## src/rtl/mdu_arbiter.sv

```systemverilog
// Two-port round-robin arbiter in front of a shared mult/div unit.
// Carries one transaction at a time: IDLE -> ISSUE -> (WAIT) -> RESP.
module mdu_arbiter #(
    parameter int unsigned WDOG = 15
) (
    input  logic        clk,
    input  logic        reset,
    input  logic        req_valid_0,
    input  logic        req_valid_1,
    input  logic [3:0]  req_op_0,
    input  logic [3:0]  req_op_1,
    input  logic [31:0] req_a_0,
    input  logic [31:0] req_a_1,
    input  logic [31:0] req_b_0,
    input  logic [31:0] req_b_1,
    output logic        req_ready_0,
    output logic        req_ready_1,
    output logic        resp_valid_0,
    output logic        resp_valid_1,
    input  logic        resp_ready_0,
    input  logic        resp_ready_1,
    output logic [31:0] resp_data,
    output logic        resp_err,
    output logic        x_start,
    output logic [3:0]  x_op,
    output logic [31:0] x_d1,
    output logic [31:0] x_d2,
    input  logic [31:0] x_out,
    input  logic        x_busy
);

    localparam int unsigned CntW = (WDOG < 2) ? 1 : $clog2(WDOG + 1);

    typedef enum logic [1:0] {StIdle, StIssue, StWait, StResp} state_e;

    state_e          state_q, state_d;
    logic            rr_q, rr_d;
    logic            owner_q, owner_d;
    logic [3:0]      op_q, op_d;
    logic [31:0]     a_q, a_d;
    logic [31:0]     b_q, b_d;
    logic [CntW-1:0] cnt_q, cnt_d;
    logic [31:0]     resp_data_q, resp_data_d;
    logic            resp_err_q, resp_err_d;

    logic grant_0, grant_1;
    logic op_legal, op_long, op_read;
    logic owner_ready;

    // A lone valid requester wins regardless of the round-robin pointer.
    assign grant_0 = req_valid_0 && (!req_valid_1 || !rr_q);
    assign grant_1 = req_valid_1 && (!req_valid_0 || rr_q);

    assign op_legal = (op_q >= 4'd1) && (op_q <= 4'd8);
    assign op_long  = (op_q == 4'd1) || (op_q == 4'd2) || (op_q == 4'd7) || (op_q == 4'd8);
    assign op_read  = (op_q == 4'd5) || (op_q == 4'd6);

    assign owner_ready = owner_q ? resp_ready_1 : resp_ready_0;

    assign resp_data = resp_data_q;
    assign resp_err  = resp_err_q;

    always_comb begin
        state_d      = state_q;
        rr_d         = rr_q;
        owner_d      = owner_q;
        op_d         = op_q;
        a_d          = a_q;
        b_d          = b_q;
        cnt_d        = cnt_q;
        resp_data_d  = resp_data_q;
        resp_err_d   = resp_err_q;
        req_ready_0  = 1'b0;
        req_ready_1  = 1'b0;
        resp_valid_0 = 1'b0;
        resp_valid_1 = 1'b0;
        x_start      = 1'b0;
        x_op         = 4'd0;
        x_d1         = 32'd0;
        x_d2         = 32'd0;

        case (state_q)
            StIdle: begin
                // Ready is suppressed while reset is held so no transfer can be claimed.
                if (reset && !x_busy) begin
                    req_ready_0 = grant_0;
                    req_ready_1 = grant_1;
                    if (grant_0 || grant_1) begin
                        owner_d = grant_1;
                        rr_d    = grant_0;
                        op_d    = grant_1 ? req_op_1 : req_op_0;
                        a_d     = grant_1 ? req_a_1  : req_a_0;
                        b_d     = grant_1 ? req_b_1  : req_b_0;
                        state_d = StIssue;
                    end
                end
            end

            StIssue: begin
                resp_data_d = 32'd0;
                resp_err_d  = 1'b0;
                if (op_legal) begin
                    x_start = 1'b1;
                    x_op    = op_q;
                    x_d1    = a_q;
                    x_d2    = b_q;
                end
                if (op_long) begin
                    cnt_d   = '0;
                    state_d = StWait;
                end else begin
                    if (op_read) begin
                        resp_data_d = x_out;
                    end
                    resp_err_d = !op_legal;
                    state_d    = StResp;
                end
            end

            StWait: begin
                if (!x_busy) begin
                    resp_err_d = 1'b0;
                    state_d    = StResp;
                end else if (cnt_q == CntW'(WDOG)) begin
                    resp_err_d = 1'b1;
                    state_d    = StResp;
                end else begin
                    cnt_d = cnt_q + CntW'(1);
                end
            end

            StResp: begin
                resp_valid_0 = !owner_q;
                resp_valid_1 = owner_q;
                if (owner_ready) begin
                    state_d = StIdle;
                end
            end

            default: begin
                state_d = StIdle;
            end
        endcase
    end

    always_ff @(posedge clk) begin
        if (!reset) begin
            state_q     <= StIdle;
            rr_q        <= 1'b0;
            owner_q     <= 1'b0;
            op_q        <= 4'd0;
            a_q         <= 32'd0;
            b_q         <= 32'd0;
            cnt_q       <= '0;
            resp_data_q <= 32'd0;
            resp_err_q  <= 1'b0;
        end else begin
            state_q     <= state_d;
            rr_q        <= rr_d;
            owner_q     <= owner_d;
            op_q        <= op_d;
            a_q         <= a_d;
            b_q         <= b_d;
            cnt_q       <= cnt_d;
            resp_data_q <= resp_data_d;
            resp_err_q  <= resp_err_d;
        end
    end

endmodule
```

## config.mk

```make
export PLATFORM = sky130hd
export DESIGN_NAME = mdu_arbiter
export DESIGN_NICKNAME = d
export VERILOG_FILES = /design/src/rtl/mdu_arbiter.sv
export SDC_FILE = /design/constraint.sdc
export NUM_CORES = 1
export LEC_CHECK = 0
export ABC_AREA = 1
export CAP_MARGIN = 30
export CORE_ASPECT_RATIO = 0.5
export CORE_MARGIN = 2
export CORE_UTILIZATION = 30
export DETAILED_ROUTE_END_ITERATION = 8
export PLACE_DENSITY = 0.66
export SYNTH_ARGS = -nofsm -noshare
export SYNTH_HDL_FRONTEND = slang
export SYNTH_SLANG_ARGS = --single-unit
```

## constraint.sdc

```tcl
create_clock -name clk -period 1.95 [get_ports clk]
set_input_delay 0.39 -clock clk [delete_from_list [all_inputs] [get_ports clk]]
set_output_delay 0.39 -clock clk [all_outputs]
set_load 0.02 [all_outputs]
```

# == After elaboration in Yosys (flattened, before gate mapping) ==
# Index checks and enable logic that the tools add are counted.
# op_classes
eq_ne,17
muxes,35
addsub,1
n_reduce_logical,23
order_cmp,2
# op_table
operator,n
$mux W32,8
$mux W4,6
$mux W1,13
$eq A4 B3 Y1 const B,3
$ne A2 B2 Y1 const B,6
$mux W2,5
$eq A4 B4 Y1 const B,2
$pmux W2 S4,1
$pmux W4 S2,1
$reduce_and A4 Y1,2
$logic_or A1 B1 Y1,7
$logic_not A1 Y1,6
$add A4 B1 Y4 const B,1
$eq A2 B2 Y1 const B,2
$eq A4 B1 Y1 const B,1
$eq A4 B2 Y1 const B,1
$ge A4 B1 Y1 const B,1
$le A4 B4 Y1 const B,1
$logic_and A1 B1 Y1,4
$ne A3 B3 Y1 const B,1
$reduce_and A3 Y1,1
$eq A2 B1 Y1 const B,1
$logic_not A2 Y1,1
$pmux W1 S2,1
2 further kinds,2
# totals
in_bits,175
ff_bits,109
elab_cells,87
out_inout_bits,106

# == Longest topological paths before layout ==
# Gate-level depths: netlist (run 1).
# logic_depth
ltp_word,7
mapped_depth,10
ltp_nobuf,10

# == Worst setup path before layout (run 1) ==
# OpenSTA, ideal clock, no wires.
# synth_path
kind,register -> output
startpoint,register state_q[1]
endpoint,output x_op[2]
path_stages_with_launch,7
t_required_ns,1.560
arrival_time_ns,1.412
slack_ns,0.148
n_path_buf,2
path_cell_list,dfxtp_1 -> inv_1 -> ha_1 -> buf_2 -> clkinv_1 -> clkbuf_1 -> nor2_1
# synth_between
elab_chain_len,2
# synth_rtl
element,line,text
"start, declared",36,"state_e state_q, state_d;"
"start signal, assigned",148,state_q <= StIdle;
"start signal, assigned",158,state_q <= state_d;
$eq A2 B1 Y1,82,case (state_q)
$mux W4,82,
"end, declared",25,"output logic [3:0] x_op,"
# No other way between the ends.

# == Worst setup path after layout (run 1) ==
# layout_path
startpoint,register op_q[3]
endpoint,output x_d2[12]
# layout_between
elab_chain_len,4
elab_cells_between_ends,5
classes_between,order compare (2); mux (2); reduce/logical (1)
# layout_rtl
element,line,text
"start, declared",39,"logic [3:0] op_q, op_d;"
"start signal, assigned",161,op_q <= op_d;
$ge A4 B1 Y1 / $le A4 B4 Y1 (equally long branches),54,assign op_legal = (op_q >= 4'd1) && (op_q <= 4'd8);
$logic_and A1 B1 Y1 *,54,
$mux W32 *,102,if (op_legal) begin
$mux W32 *,82,
"end, declared",27,"output logic [31:0] x_d2,"
# Every way passes the cells marked *; elsewhere a longest branch is shown, timed or not.

==> results of run 1 <==
synthesized netlist by cell type:
library cell  instances  share of area (%)
dfxtp_1             109                 42
nor2_2                2               0.24
clkinv_1              1              0.072
buf_2                13                1.3
nand3_1              40                3.9
clkbuf_1             29                2.1
buf_4                 2               0.29
inv_2                 4               0.29
nand2_2               1               0.12
buf_6                 4               0.87
or2_2                 1               0.12
buf_1                 7               0.51
inv_1                85                6.2
o21ai_1              10               0.97
nand4_1               1               0.12
ha_1                  5                1.2
nand2_1             130                9.4
nor2_1               87                6.3
nor3_1                1              0.097
nand3_2               1               0.19
clkbuf_2              1              0.097
o21ai_0              61                5.9
nor3_4                1               0.31
a21oi_1             176                 17
o21ai_2               2               0.34
final timing paths:
kind / from / endpoint / cells after the start / slack (ns)
max: op_q[3] / x_d2[12] / 8 / -0.15
min: resp_data[11] / resp_data[11] / 2 / 0.46
max reg2reg: state_q[1] / cnt_q[1] / 10 / 0.17
min reg2reg: resp_data[11] / resp_data[11] / 2 / 0.46
worst min-delay path, stage by stage, from the launching register on:
cell,delay [ns]
dfxtp_1,0.31
nand2_1,0.06
a21oi_1,0.05
placed cells by master, fill, tap and decap left out, types with 3 or more instances in the layout:
cell	instances
buf_6	47
o21ai_1	10
dfxtp_1	104
clkbuf_16	12
nand2_1	127
buf_2	3
inv_2	7
nand3_1	40
ha_1	3
nor2_4	36
inv_1	82
dfxtp_2	5
nor2_1	39
a21oi_1	176
buf_12	6
clkdlybuf4s50_1	205
nor2_2	14
buf_4	58
o21ai_0	61
clkbuf_1	3
metrics by stage:
stage / power, W / TNS [ns]
after floorplan: 0.00388 / 0
after global placement: 0.00478 / -23.71
after detailed placement: 0.00483 / -29.67
after CTS: 0.00682 / -5.38
after global routing: 0.00753 / -11.12
final: 0.00711 / -6.96
per-layer routing:
metal | GRT usage, % | vias up
met5 | 0 | -
li1 | - | 3059
met2 | 35.5 | 219
met1 | 24.2 | 2926
met3 | 4.17 | 60
met4 | 8.53 | 0
power breakdown:
part           leakage (nW)  switching (W)  internal, W
logic                  2.61        0.00147      0.00117
registers             0.890       0.000150      0.00249
clock network         0.137       0.000835     0.000998
total                  3.64        0.00245      0.00466
state kept, by name (all words and copies together) (netlist names):
signal	cells
state_q	2
owner_q	1
rr_q	1
op_q	4
a_q	32
b_q	32
resp_data	32
resp_err	1
cnt_q	4
cell families after synthesis:
family	after synthesis	synth area share, %
buffers and inverters	146	11.6
and+or+nand+nor	265	20.8
AOI/OAI and AO/OA	249	24.2
adders and majority gates	5	1.21
DFF	109	42.1
repair_timing:
action                                  4_1_cts  5_1_grt
pin swaps                                     1        6
gates cloned                                  2        4
setup buffers                                 2        6
endpoints found under the setup margin       73      143
gates resized for setup                     373      145
final cells by class:
| cell class | count | share of cell area [%] |
|---|---|---|
| Clock buffer | 12 | 2.57 |
| Timing Repair Buffer | 329 | 36.3 |
| Clock inverter | 3 | 0.517 |
| Sequential cell | 109 | 23.8 |
| Multi-Input combinational cell | 519 | 29.9 |
| Inverter | 90 | 3.72 |
| Tap cell | 227 | 3.09 |
==> results.cfg, run 1 <==
[route]
route.detailed.drc = 0
first_pass_iters = 5
drtIter0Drc = 329
routed-wl-met3_mm = 1.07
dr_wl_met2_mm = 9.94
postRouteAntennaNets = 0
avgViaCountPerCell = 4.86
routed.top_layer = met4
drt-wirelength-per-cell_um = 15.7
vias = 6264
met1_length_mm = 8.27
wl_mm = 20.2

[clock_network]
ctsLongestPathBuffers = 2
clkLatencyLatePin_ns = 0.35
cts_root_buffer = clkbuf_16
numCtsBuffers = 9
h-tree-depth = 3
cts_tree = yes
clk_pin_slew_ns = 0.08
cts_num_sinks = 109
cts_hold_buf = 0

[layout]
regArea_sq_um = 2190
finish.utilization_pct = 55.2
multi_input_area_sq_um = 2750
fillers = 1548
finalNetCount = 1238
syn_to_final_growth_pct = 77.4
finalNonFillerCells = 1289
drive_gt1_share_pct = 19.6
finalInstanceArea_sq_um = 9190
antenna_cells = 0

[grt]
grt_first_pass_wirelength_mm = 30.1
grt_start_max_net_pins = 74
grt_pass1_vias = 5832
antenna_found_initial = 0
overflow = 0
grt_usage_pct = 20.3

[synthesis]
yosys.cell_types.count = 25
syn_nets = 954
yosysSeqAreaShare_pct = 42.1
netlist_area_sq_um = 5180
ys_warn_count = 0
synth-seq-cells = 109
synthCells = 774
postSynthAreaPerCell_sq_um = 6.69

[floorplan]
core_sq_um = 16600
die-area_sq_um = 18400
dieHeight_um = 96.9
ios = 281
start_util_pct = 31.1
die_x_um = 190
fp-row-count = 33

[flow_run]
drv_cap = 0

[critical_path]
arrival_ns = 1.71
end_kind = output port
max_stage_delay_ns = 0.33
cpMostUsedCell = buf_4
critPathBufInv = 4
path_cells = buf_4, nor2_4, nand2_2, nand3_4, buf_4, buf_12, nor2_1, buf_4
path_max_fanout = 19
cp-start-kind = register
cp_top_family = buffers and inverters
crit_required_ns = 1.56
critPathSlowestCell = dfxtp_2
path_class = reg2out

[place]
hpwl_mm = 13.3
place.gp.congestion = 0.827
pre_cts_slack_ns = -0.411
numPortBuffers = 280
dp_cells = 1260
place_area_sq_um = 8320

[outcome]
violations = setup timing
status = finished, violations left

[min_path]
hp-class = reg2reg

[timing]
holdWs_ns = 0.461
setup_viol = 67
grt_setup_unrepaired = true
min_period_over_period_pct = 107
slew_headroom_pct = 52.1
worst_pin_slew_ns = 0.718
skew_ns = 0.0124
slew_violations = 0
fmax_mhz = 477
hold_violations = 0
period_needed_ns = 2.10
setup_slack_ns = -0.146

[power_and_ir_drop]
p_leak_nw = 3.64
p_per_area_nw_per_um2 = 774
ir_drop_mv = 0.494
Note: power is estimated with default switching activity, not from simulation.
==> run 2, diff against run 1 <==
--- a/config.mk
+++ b/config.mk
@@ -6,12 +6,13 @@
 export NUM_CORES = 1
 export LEC_CHECK = 0
 export ABC_AREA = 1
-export CAP_MARGIN = 30
+export CAP_MARGIN = 20
 export CORE_ASPECT_RATIO = 0.5
 export CORE_MARGIN = 2
 export CORE_UTILIZATION = 30
 export DETAILED_ROUTE_END_ITERATION = 8
 export PLACE_DENSITY = 0.66
+export SLEW_MARGIN = 20
 export SYNTH_ARGS = -nofsm -noshare
 export SYNTH_HDL_FRONTEND = slang
 export SYNTH_SLANG_ARGS = --single-unit
==> results of run 2 <==
Final layout, timing and power as in run 1 (identical DEF).
